`src/rtl/sfc_pkg.sv`:
```
// Shared types and helpers for the serial frame checker.
// Holds the FSM state enum, mode encodings and a saturating increment.
package sfc_pkg;

    typedef enum logic {
        FILL  = 1'b0,
        ARMED = 1'b1
    } state_t;

    localparam logic MODE_FRAME   = 1'b0;
    localparam logic MODE_PATTERN = 1'b1;

    // Increment v by one unless it already sits at top.
    function automatic logic [31:0] sat_inc(
        input logic [31:0] v,
        input logic [31:0] top
    );
        return (v >= top) ? v : v + 32'd1;
    endfunction

endpackage

```
`src/rtl/sfc_sat_counter.sv`:
```
// Saturating event counter; sticks at all-ones, never wraps.
// Ports: clock, clear (sync, highest priority), inc, count[WIDTH-1:0].
module sfc_sat_counter
    import sfc_pkg::*;
#(
    parameter int WIDTH = 8
) (
    input  logic             clock,
    input  logic             clear,
    input  logic             inc,
    output logic [WIDTH-1:0] count
);

    localparam logic [31:0] TOP = 32'({WIDTH{1'b1}});

    always_ff @(posedge clock) begin
        if (clear) begin
            count <= '0;
        end else if (inc) begin
            count <= WIDTH'(sat_inc(32'(count), TOP));
        end
    end

endmodule

```
`config.mk`:
```
export PLATFORM = sky130hd
export DESIGN_NAME = sfc_sat_counter
export DESIGN_NICKNAME = d
export VERILOG_FILES = /design/src/rtl/sfc_pkg.sv /design/src/rtl/sfc_sat_counter.sv
export SDC_FILE = /design/constraint.sdc
export NUM_CORES = 1
export LEC_CHECK = 0
export ABC_CLOCK_PERIOD_IN_PS = 2800
export CAP_MARGIN = 30
export CORE_AREA = 2 2 39 41
export CTS_CLUSTER_SIZE = 16
export DETAILED_ROUTE_END_ITERATION = 7
export DIE_AREA = 0 0 41 43
export GPL_TIMING_DRIVEN = 0
export PLACE_DENSITY_LB_ADDON = 0.12
export SLEW_MARGIN = 20
export SYNTH_ARGS = -nofsm -noshare
export SYNTH_HDL_FRONTEND = slang
export SYNTH_SLANG_ARGS = --single-unit
```
`constraint.sdc`:
```
create_clock -name clock -period 2.8 [get_ports clock]
set_clock_uncertainty 0.2 [all_clocks]
set_input_delay 0.28 -clock clock [delete_from_list [all_inputs] [get_ports clock]]
set_output_delay 0.28 -clock clock [all_outputs]
set_load 0.05 [all_outputs]
```
==> results of run 1 <==
==> power groups by stage <==
stage          sequential [W]  clock [W]  combinational (W)
2_1_floorplan        0.000132          0          0.0000134
3_3_place_gp         0.000123          0          0.0000327
3_5_place_dp         0.000123          0          0.0000330
4_1_cts              0.000121  0.0000957          0.0000331
5_1_grt              0.000121   0.000105          0.0000350
6_report             0.000121  0.0000922          0.0000326
==> cells by family after synthesis <==
kind of cell | share of synthesized area [%]
AND/OR/NAND/NOR | 25.2
AO/OA/AOI/OAI | 23.3
flip-flops | 35.1
buffers and inverters | 4.93
multiplexers | 8.77
adder cells (fa/ha/maj) | 2.74
==> path summary, 6_finish.rpt <==
path	from	end	slack (ns)	cells after the start
worst max-delay path	count[4]$_SDFFE_PP0P_	count[4]	0.77	1
worst max register to register	count[0]$_SDFFE_PP0P_	count[5]$_SDFFE_PP0P_	1.04	5
worst min-delay path	inc	count[4]$_SDFFE_PP0P_	0.1	2
worst min register to register	count[1]$_SDFFE_PP0P_	count[1]$_SDFFE_PP0P_	0.32	2
==> metrics by stage <==
step	util [%]	area (um2)	instances	setup slack (ns)
after floorplan	-	457	45	0.868
after global placement	41.0	567	70	0.991
after detailed placement	41.0	567	70	0.975
after CTS	42.6	589	73	0.759
after global routing	42.6	589	73	0.696
final	42.6	589	73	0.772
==> routing by layer <==
metal  global-route usage (%)  vias to the layer above
met5                        0                        -
met4                     8.00                        0
met3                     5.24                        0
met2                     19.1                        8
met1                     16.3                      178
li1                         -                      198
==> synth_stat cells <==
cell type,instances
a311oi_1,2
buf_4,1
nor3_1,1
dfxtp_1,8
mux2_4,2
clkbuf_1,1
nor2b_1,4
o21bai_1,1
a31oi_1,1
nand2b_1,2
a211oi_2,1
a41oi_2,1
and4_4,1
and4_1,1
nand4_1,1
and3_1,1
a311oi_2,1
and4b_1,1
ha_1,1
a21boi_2,1
nand3_1,1
nand2_1,2
a21oi_1,4
buf_6,1
and4_2,1
nor2_1,2
mux2i_1,1
==> final cells by class <==
type,count,area [um2],share of cell area (%)
Tap cell,16,20.0,3.40
Sequential cell,8,160,27.2
Multi-Input combinational cell,34,274,46.5
Clock buffer,3,22.5,3.82
Buffer,3,22.5,3.82
Timing Repair Buffer,9,90.1,15.3
==> results by group, run 1 <==
CTS
  – Hold Buf Count CTS: 0
  – Num CTS Buffers: 3
  – Clk_lat worst skew: 0.25 ns
  – Clock slew at reported path FFs: 0.06 ns
  – Post-CTS Setup Bufs: 0
  – H-tree Lvls: 1
  – Clock buffer depth: 2
  – CTS tree: done
  – Clk root buf: clkbuf_4
  – Post-CTS Resized: 0
  – Clk sinks: 8

Synth
  – Synth Net Count: 49
  – Top-area cell type share of the netlist area: 35.1%
  – Warnings, synthesis: 0
  – Synth Area per Inst: 10.1 um2
  – Synth Register Bits: 8
  – Mapped cell area: 457 um2
  – Top post-synthesis cells by area: dfxtp_1 35%, mux2_4 6.6%, nor2b_1 5.5%, a21oi_1 4.4%, a311oi_1 3.8%
  – Post-synth cell types: 27
  – Leading area contributor after synthesis: dfxtp_1
  – Sequential area share after synthesis: 35.1%
  – Mapped Cells: 45

Route
  – Routed metal-1 wire length: 464 um
  – DRC: 0
  – DR pass1 iterations: 2
  – Final Routed Wirelength: 936 um
  – Wire length on met3: 50 um
  – Top sig layer: met3
  – Vias per cell: 5.26
  – Drt wl/cell: 12.8 um
  – Metal2 WL: 421 um
  – Number of routed nets with antenna violations: 0
  – Via count: 384
  – Initial DRC Count: 3

Setup path
  – Critical Setup Path Class: register to primary output
  – CP Buf/Inv Count: 1
  – Top cell family by delay on the critical path: buffers and inverters
  – Crit path max fanout: 8
  – Worst-path cell chain: clkdlybuf4s50_1
  – Worst setup EP type: primary output
  – Req. time, crit path: 2.32 ns
  – Slowest cell on crit path: clkdlybuf4s50_1
  – WP data arrival: 1.55 ns
  – Crit start category: register
  – CP max stage delay: 0.85 ns

Floorplan
  – Ports: 11
  – DIE AREA: 1760 um2
  – FP Rows: 14
  – Die Wd: 41 um
  – Starting Density: 33.0%
  – Chip height: 43 um
  – Core area: 1380 um2

Timing
  – Worst Tran Pin Value: 0.494 ns
  – Unrepaired setup endpoints after global routing: false
  – Max Freq: 0.493 GHz
  – Slew Limit Fails: 0
  – # setup viols final: 0
  – Final hold vios: 0
  – Minimum clock period: 2.03 ns
  – Relative slew slack: 67.0%
  – Post-route setup TNS: 0 ns
  – Tcrit/Tclk final: 72.4%
  – Fin Hold WS: 0.0997 ns

Layout
  – Fill count: 146
  – # nets final: 63
  – Largest Register: count
  – Ant. Diodes: 0
  – Largest regs: count (8)
  – Area growth syn-to-layout: 29.0%
  – Commonest non-fill, non-tap cell in the layout: clkdlybuf4s50_1
  – Commonest non-fill, non-tap cells in the layout: 9 x clkdlybuf4s50_1, 8 x dfxtp_1, 4 x nor2b_1, 4 x a21oi_1, 3 x clkbuf_4
  – Max reg flops: 8
  – Layout cells sized above 1: 22.8%

Power and ir drop
  – Static Leak: 0.216 nW
  – PD cells: 417 nW/um2
  – Clock power share: 37.6%
  – Switching share of power: 26.9%
  – Combinational power share: 13.3%
  – Total power: 0.000246 W
  – Psw: 0.0000660 W
  – Int Pwr: 0.000180 W
  – Worst VDD drop: 211 uV
  – Seq pwr share: 49.2%

Flow run
  – Maxcap violations: 0

Hold path
  – Min-Delay Path Class: primary input to register

Global routing
  – Initial antenna violation count: 0
  – Number of global-route vias before repair: 357
  – First-pass GRT wire length: 1.57 mm
  – Largest net degree at the start of global routing: 11
  – Tot GR Track Use: 13.4%
  – Overflow after GRT: 0

Placed design
  – GP Congestion: 0.649
  – # port buffers: 9

Run status
  – Status: finished, final reports clean
Power figures use the tool's default switching activity.
==> run 2, diff against run 1 <==
- ABC_CLOCK_PERIOD_IN_PS: 2800 -> 2000
- clock period: 2.8 -> 2 ns (I/O delays scaled with it)
==> results by group, run 2 (synthesis gave the netlist of run 1 again) <==
Power and ir drop
  – Clock power share: 37.6% (about the same)
  – Seq pwr share: 49.2% (about the same)
  – PD cells: 581 nW/um2 (was 417 nW/um2)
  – Static Leak: 0.235 nW (was 0.216 nW)
  – Worst VDD drop: 295 uV (was 211 uV)
  – Total power: 0.000344 W (was 0.000246 W)
  – Int Pwr: 0.000251 W (was 0.000180 W)
  – Switching share of power: 26.9% (about the same)
  – Psw: 0.0000924 W (was 0.0000660 W)
  – Combinational power share: 13.3% (about the same)

Layout
  – Largest regs: count (8) (unchanged)
  – Area growth syn-to-layout: 29.6% (was 29.0%)
  – Largest Register: count (unchanged)
  – Ant. Diodes: 0 (unchanged)
  – # nets final: 63 (unchanged)
  – Commonest non-fill, non-tap cells in the layout: 8 x dfxtp_1, 8 x clkdlybuf4s50_1, 4 x nor2b_1, 4 x a21oi_1, 3 x clkbuf_4 (was 9 x clkdlybuf4s50_1, 8 x dfxtp_1, 4 x nor2b_1, 4 x a21oi_1, 3 x clkbuf_4)
  – Max reg flops: 8 (unchanged)
  – Layout cells sized above 1: 22.8% (unchanged)

Route
  – DR pass1 iterations: 2 (unchanged)
  – Via count: 384 (unchanged)
  – Initial DRC Count: 3 (unchanged)
  – Drt wl/cell: 12.9 um (was 12.8 um)
  – Number of routed nets with antenna violations: 0 (unchanged)
  – Final Routed Wirelength: 939 um (was 936 um)
  – DRC: 0 (unchanged)
  – Vias per cell: 5.26 (unchanged)

Placed design
  – # port buffers: 9 (unchanged)
  – GP Congestion: 0.649 (unchanged)

Setup path
  – Crit path max fanout: 7 (was 8)
  – Worst setup EP type: primary output (unchanged)
  – Req. time, crit path: 1.60 ns (was 2.32 ns)
  – CP max stage delay: 0.84 ns (was 0.85 ns)
  – Slowest cell on crit path: clkdlybuf4s50_1 (unchanged)
  – Crit start category: register (unchanged)
  – CP Buf/Inv Count: 1 (unchanged)
  – Worst-path cell chain: clkdlybuf4s50_1 (unchanged)
  – Critical Setup Path Class: register to primary output (unchanged)
  – WP data arrival: 1.53 ns (was 1.55 ns)
  – Top cell family by delay on the critical path: buffers and inverters (unchanged)

CTS
  – Clock slew at reported path FFs: 0.06 ns (about the same)
  – CTS tree: done (unchanged)
  – Clock buffer depth: 2 (unchanged)
  – Clk sinks: 8 (unchanged)
  – Clk root buf: clkbuf_4 (unchanged)
  – Num CTS Buffers: 3 (unchanged)
  – H-tree Lvls: 1 (unchanged)
  – Clk_lat worst skew: 0.25 ns (about the same)

Timing
  – Relative slew slack: 66.6% (was 67.0%)
  – Tcrit/Tclk final: 96.5%
  – Slew Limit Fails: 0 (unchanged)
  – Final hold vios: 0 (unchanged)
  – Worst Tran Pin Value: 0.500 ns (was 0.494 ns)
  – Max Freq: 0.518 GHz
  – Unrepaired setup endpoints after global routing: false (unchanged)
  – # setup viols final: 0 (unchanged)
  – Minimum clock period: 1.93 ns
  – Post-route setup TNS: 0 ns (unchanged)

Global routing
  – Number of global-route vias before repair: 357 (unchanged)
  – Tot GR Track Use: 13.4% (unchanged)
  – Largest net degree at the start of global routing: 11 (unchanged)
  – Initial antenna violation count: 0 (unchanged)
  – First-pass GRT wire length: 1.57 mm (unchanged)
  – Overflow after GRT: 0 (unchanged)

Floorplan
  – Chip height: 43 um (unchanged)
  – DIE AREA: 1760 um2 (unchanged)
  – Ports: 11 (unchanged)
  – Die Wd: 41 um (unchanged)
  – FP Rows: 14 (unchanged)
  – Core area: 1380 um2 (unchanged)
  – Starting Density: 33.0% (unchanged)

Hold path
  – Min-Delay Path Class: primary input to register (unchanged)

Flow run
  – Maxcap violations: 0 (unchanged)

Run status
  – Status: finished, final reports clean (unchanged)
run 2: cell count changes in the layout (fill, tap and decap cells not counted):
cell / before / now
dlymetal6s2s_1: 0 / 1
clkdlybuf4s50_1: 9 / 8
run 2: metrics by stage:
stage	cells	instance area, um2	hold WS [ns]	setup WS [ns]	util (%)
3_5_place_dp	70	567	0.289	0.255	41.0
2_1_floorplan	45	457	0.250	0.0681	-
5_1_grt	73	592	0.0224	0.0000978	42.8
4_1_cts	73	589	0.0154	0.0390	42.6
3_3_place_gp	70	567	0.284	0.247	41.0
6_report	73	592	0.0197	0.0691	42.8
run 2: final cells by class:
type                            count  area (um2)
Fill cell                         145         792
Multi-Input combinational cell     34         274
Sequential cell                     8         160
Timing Repair Buffer                9        92.6
Clock buffer                        3        22.5
Buffer                              3        22.5
Tap cell                           16        20.0
run 2: final timing paths:
kind / slack (ns) / cells after the start / start / endpoint
max reg2reg: 0.24 / 5 / count[0]$_SDFFE_PP0P_ / count[5]$_SDFFE_PP0P_
min reg2reg: 0.32 / 2 / count[1]$_SDFFE_PP0P_ / count[1]$_SDFFE_PP0P_
min: 0.02 / 2 / inc / count[4]$_SDFFE_PP0P_
max: 0.07 / 1 / count[5]$_SDFFE_PP0P_ / count[5]
run 2: power by group through the flow:
stage / sequential, W / clock, W / combinational (W)
after floorplan: 0.000185 / 0 / 0.0000188
after global placement: 0.000173 / 0 / 0.0000458
after detailed placement: 0.000172 / 0 / 0.0000462
after CTS: 0.000169 / 0.000134 / 0.0000463
after global routing: 0.000170 / 0.000147 / 0.0000490
final: 0.000169 / 0.000129 / 0.0000457
run 2: timing repair:
item / in CTS / in global routing
endpoints found under the setup margin: 0 / 1
setup buffers: 0 / 0
hold endpoints to repair: 0 / 0
hold buffers: 0 / 0
gates resized for setup: 0 / 1
run 2: layer usage:
metal  track usage, %  vias up  part of all wire, %
met5                0        -                    0
met4             8.00        0                    0
met3             5.24        0                  5.6
met2             19.1        8                   45
met1             16.3      178                   49
li1                 -      198                    -
==> run 3, diff against run 2 <==
- RECOVER_POWER: default -> 50
==> results by group, run 3 (synthesis gave the netlist of run 1 again) <==
Run status
  – Status: finished, final reports clean (unchanged)

Timing
  – # setup viols final: 0 (unchanged)
  – Minimum clock period: 1.91 ns (was 1.93 ns)
  – Unrepaired setup endpoints after global routing: false (unchanged)
  – Post-route setup TNS: 0 ns (unchanged)
  – Worst Tran Pin Value: 0.593 ns (was 0.500 ns)
  – Relative slew slack: 60.7% (was 66.6%)
  – Final hold vios: 0 (unchanged)
  – Max Freq: 0.524 GHz (was 0.518 GHz)
  – Slew Limit Fails: 0 (unchanged)
  – Post-route worst setup slack: 0.0927 ns (was 0.0691 ns)
  – Tcrit/Tclk final: 95.4% (was 96.5%)

Power and ir drop
  – Switching share of power: 26.5% (was 26.9%)
  – Static Leak: 0.208 nW (was 0.235 nW)
  – Clock power share: 37.3% (was 37.6%)
  – Psw: 0.0000906 W (was 0.0000924 W)
  – PD cells: 605 nW/um2 (was 581 nW/um2)
  – Worst VDD drop: 295 uV (about the same)
  – Combinational power share: 13.3% (about the same)
  – Seq pwr share: 49.4% (was 49.2%)
  – Int Pwr: 0.000251 W (about the same)

Floorplan
  – Die Wd: 41 um (unchanged)
  – DIE AREA: 1760 um2 (unchanged)
  – Ports: 11 (unchanged)
  – Chip height: 43 um (unchanged)
  – Core area: 1380 um2 (unchanged)
  – Starting Density: 33.0% (unchanged)
  – FP Rows: 14 (unchanged)

Placed design
  – Post-placement cell count: 70 (unchanged)
  – Place WS: 0.255 ns (unchanged)
  – # port buffers: 9 (unchanged)
  – GP Congestion: 0.649 (unchanged)

CTS
  – Clk sinks: 8 (unchanged)
  – Clock slew at reported path FFs: 0.06 ns (about the same)
  – Num CTS Buffers: 3 (unchanged)
  – CTS tree: done (unchanged)
  – H-tree Lvls: 1 (unchanged)
  – Hold Buf Count CTS: 0 (unchanged)
  – Clock buffer depth: 2 (unchanged)
  – Clk_lat worst skew: 0.25 ns (about the same)
  – Clk root buf: clkbuf_4 (unchanged)
  – Post-CTS Setup Bufs: 0 (unchanged)
  – Post-CTS Resized: 0 (unchanged)

Route
  – Top sig layer: met3 (unchanged)
  – Metal2 WL: 407 um (was 421 um)
  – Number of routed nets with antenna violations: 0 (unchanged)
  – Via count: 385 (was 384)
  – Drt wl/cell: 12.7 um (was 12.9 um)
  – Vias per cell: 5.27 (was 5.26)
  – Final Routed Wirelength: 927 um (was 939 um)
  – Routed metal-1 wire length: 464 um (unchanged)
  – DR pass1 iterations: 2 (unchanged)
  – Wire length on met3: 56 um (was 53 um)
  – Initial DRC Count: 1 (was 3)
  – DRC: 0 (unchanged)

Global routing
  – Largest net degree at the start of global routing: 11 (unchanged)
  – Number of global-route vias before repair: 357 (unchanged)
  – Tot GR Track Use: 13.4% (unchanged)
  – Overflow after GRT: 0 (unchanged)
  – Initial antenna violation count: 0 (unchanged)
  – First-pass GRT wire length: 1.57 mm (unchanged)

Layout
  – Max reg flops: 8 (unchanged)
  – Largest regs: count (8) (unchanged)
  – Ant. Diodes: 0 (unchanged)
  – Commonest non-fill, non-tap cells in the layout: 8 x dfxtp_1, 8 x clkdlybuf4s50_1, 4 x nor2b_1, 4 x a21oi_1 (was 8 x dfxtp_1, 8 x clkdlybuf4s50_1, 4 x nor2b_1, 4 x a21oi_1, 3 x clkbuf_4)
  – Final cell count without fillers: 73 (unchanged)
  – Area growth syn-to-layout: 23.8% (was 29.6%)
  – # nets final: 63 (unchanged)
  – Layout cells sized above 1: 17.5% (was 22.8%)
  – Largest Register: count (unchanged)

Setup path
  – CP max stage delay: 0.84 ns (about the same)
  – Top cell family by delay on the critical path: buffers and inverters (unchanged)
  – Worst-path cell chain: clkdlybuf4s50_1 (unchanged)
  – Slowest cell on crit path: clkdlybuf4s50_1 (unchanged)
  – Critical Setup Path Class: register to primary output (unchanged)
  – Crit start category: register (unchanged)
  – WP data arrival: 1.51 ns (was 1.53 ns)
  – Crit path max fanout: 7 (unchanged)
  – Worst setup EP type: primary output (unchanged)
  – CP Buf/Inv Count: 1 (unchanged)
  – Req. time, crit path: 1.60 ns (about the same)

Hold path
  – Min-Delay Path Class: primary input to register (unchanged)

Flow run
  – Maxcap violations: 0 (unchanged)
run 3: cell types whose count changed in the layout (fill, tap and decap cells not counted), sizes merged:
cell,before,now
clkbuf,4,6
buf,2,1
dlymetal6s2s,1,0
run 3: metal layers:
metal / global-route usage [%] / vias up
met1: 16.3 / 177
met5: 0 / -
met2: 19.1 / 8
li1: - / 200
met4: 8.00 / 0
met3: 5.24 / 0
run 3: layout make-up:
type | instances | area, um2
buffer | 3 | 15.0
clock buffer | 3 | 22.5
fill | 149 | 818
multi-input combinational | 34 | 264
sequential | 8 | 160
tap | 16 | 20.0
timing repair buffer | 9 | 83.8
run 3: worst paths after layout:
path	startpoint	to	slack [ns]	cells past startpoint
worst max-delay path	count[3]$_SDFFE_PP0P_	count[3]	0.09	1
worst min-delay path	inc	count[4]$_SDFFE_PP0P_	0.01	2
worst max register to register	count[0]$_SDFFE_PP0P_	count[5]$_SDFFE_PP0P_	0.13	5
worst min register to register	count[1]$_SDFFE_PP0P_	count[1]$_SDFFE_PP0P_	0.32	2
run 3: through the flow:
step,hold WS (ns),power [W],instance area [um2],utilization (%)
3_5_place_dp,0.289,0.000218,567,41.0
3_3_place_gp,0.284,0.000218,567,41.0
5_1_grt,0.0189,0.000365,566,40.9
6_report,0.0141,0.000342,566,40.9
2_1_floorplan,0.250,0.000204,457,-
4_1_cts,0.0154,0.000349,589,42.6
run 3: power by group through the flow:
stage	logic [W]	clock network [W]	registers, W
3_5_place_dp	0.0000462	0	0.000172
5_1_grt	0.0000489	0.000147	0.000170
3_3_place_gp	0.0000458	0	0.000173
6_report	0.0000456	0.000128	0.000169
2_1_floorplan	0.0000188	0	0.000185
4_1_cts	0.0000463	0.000134	0.000169
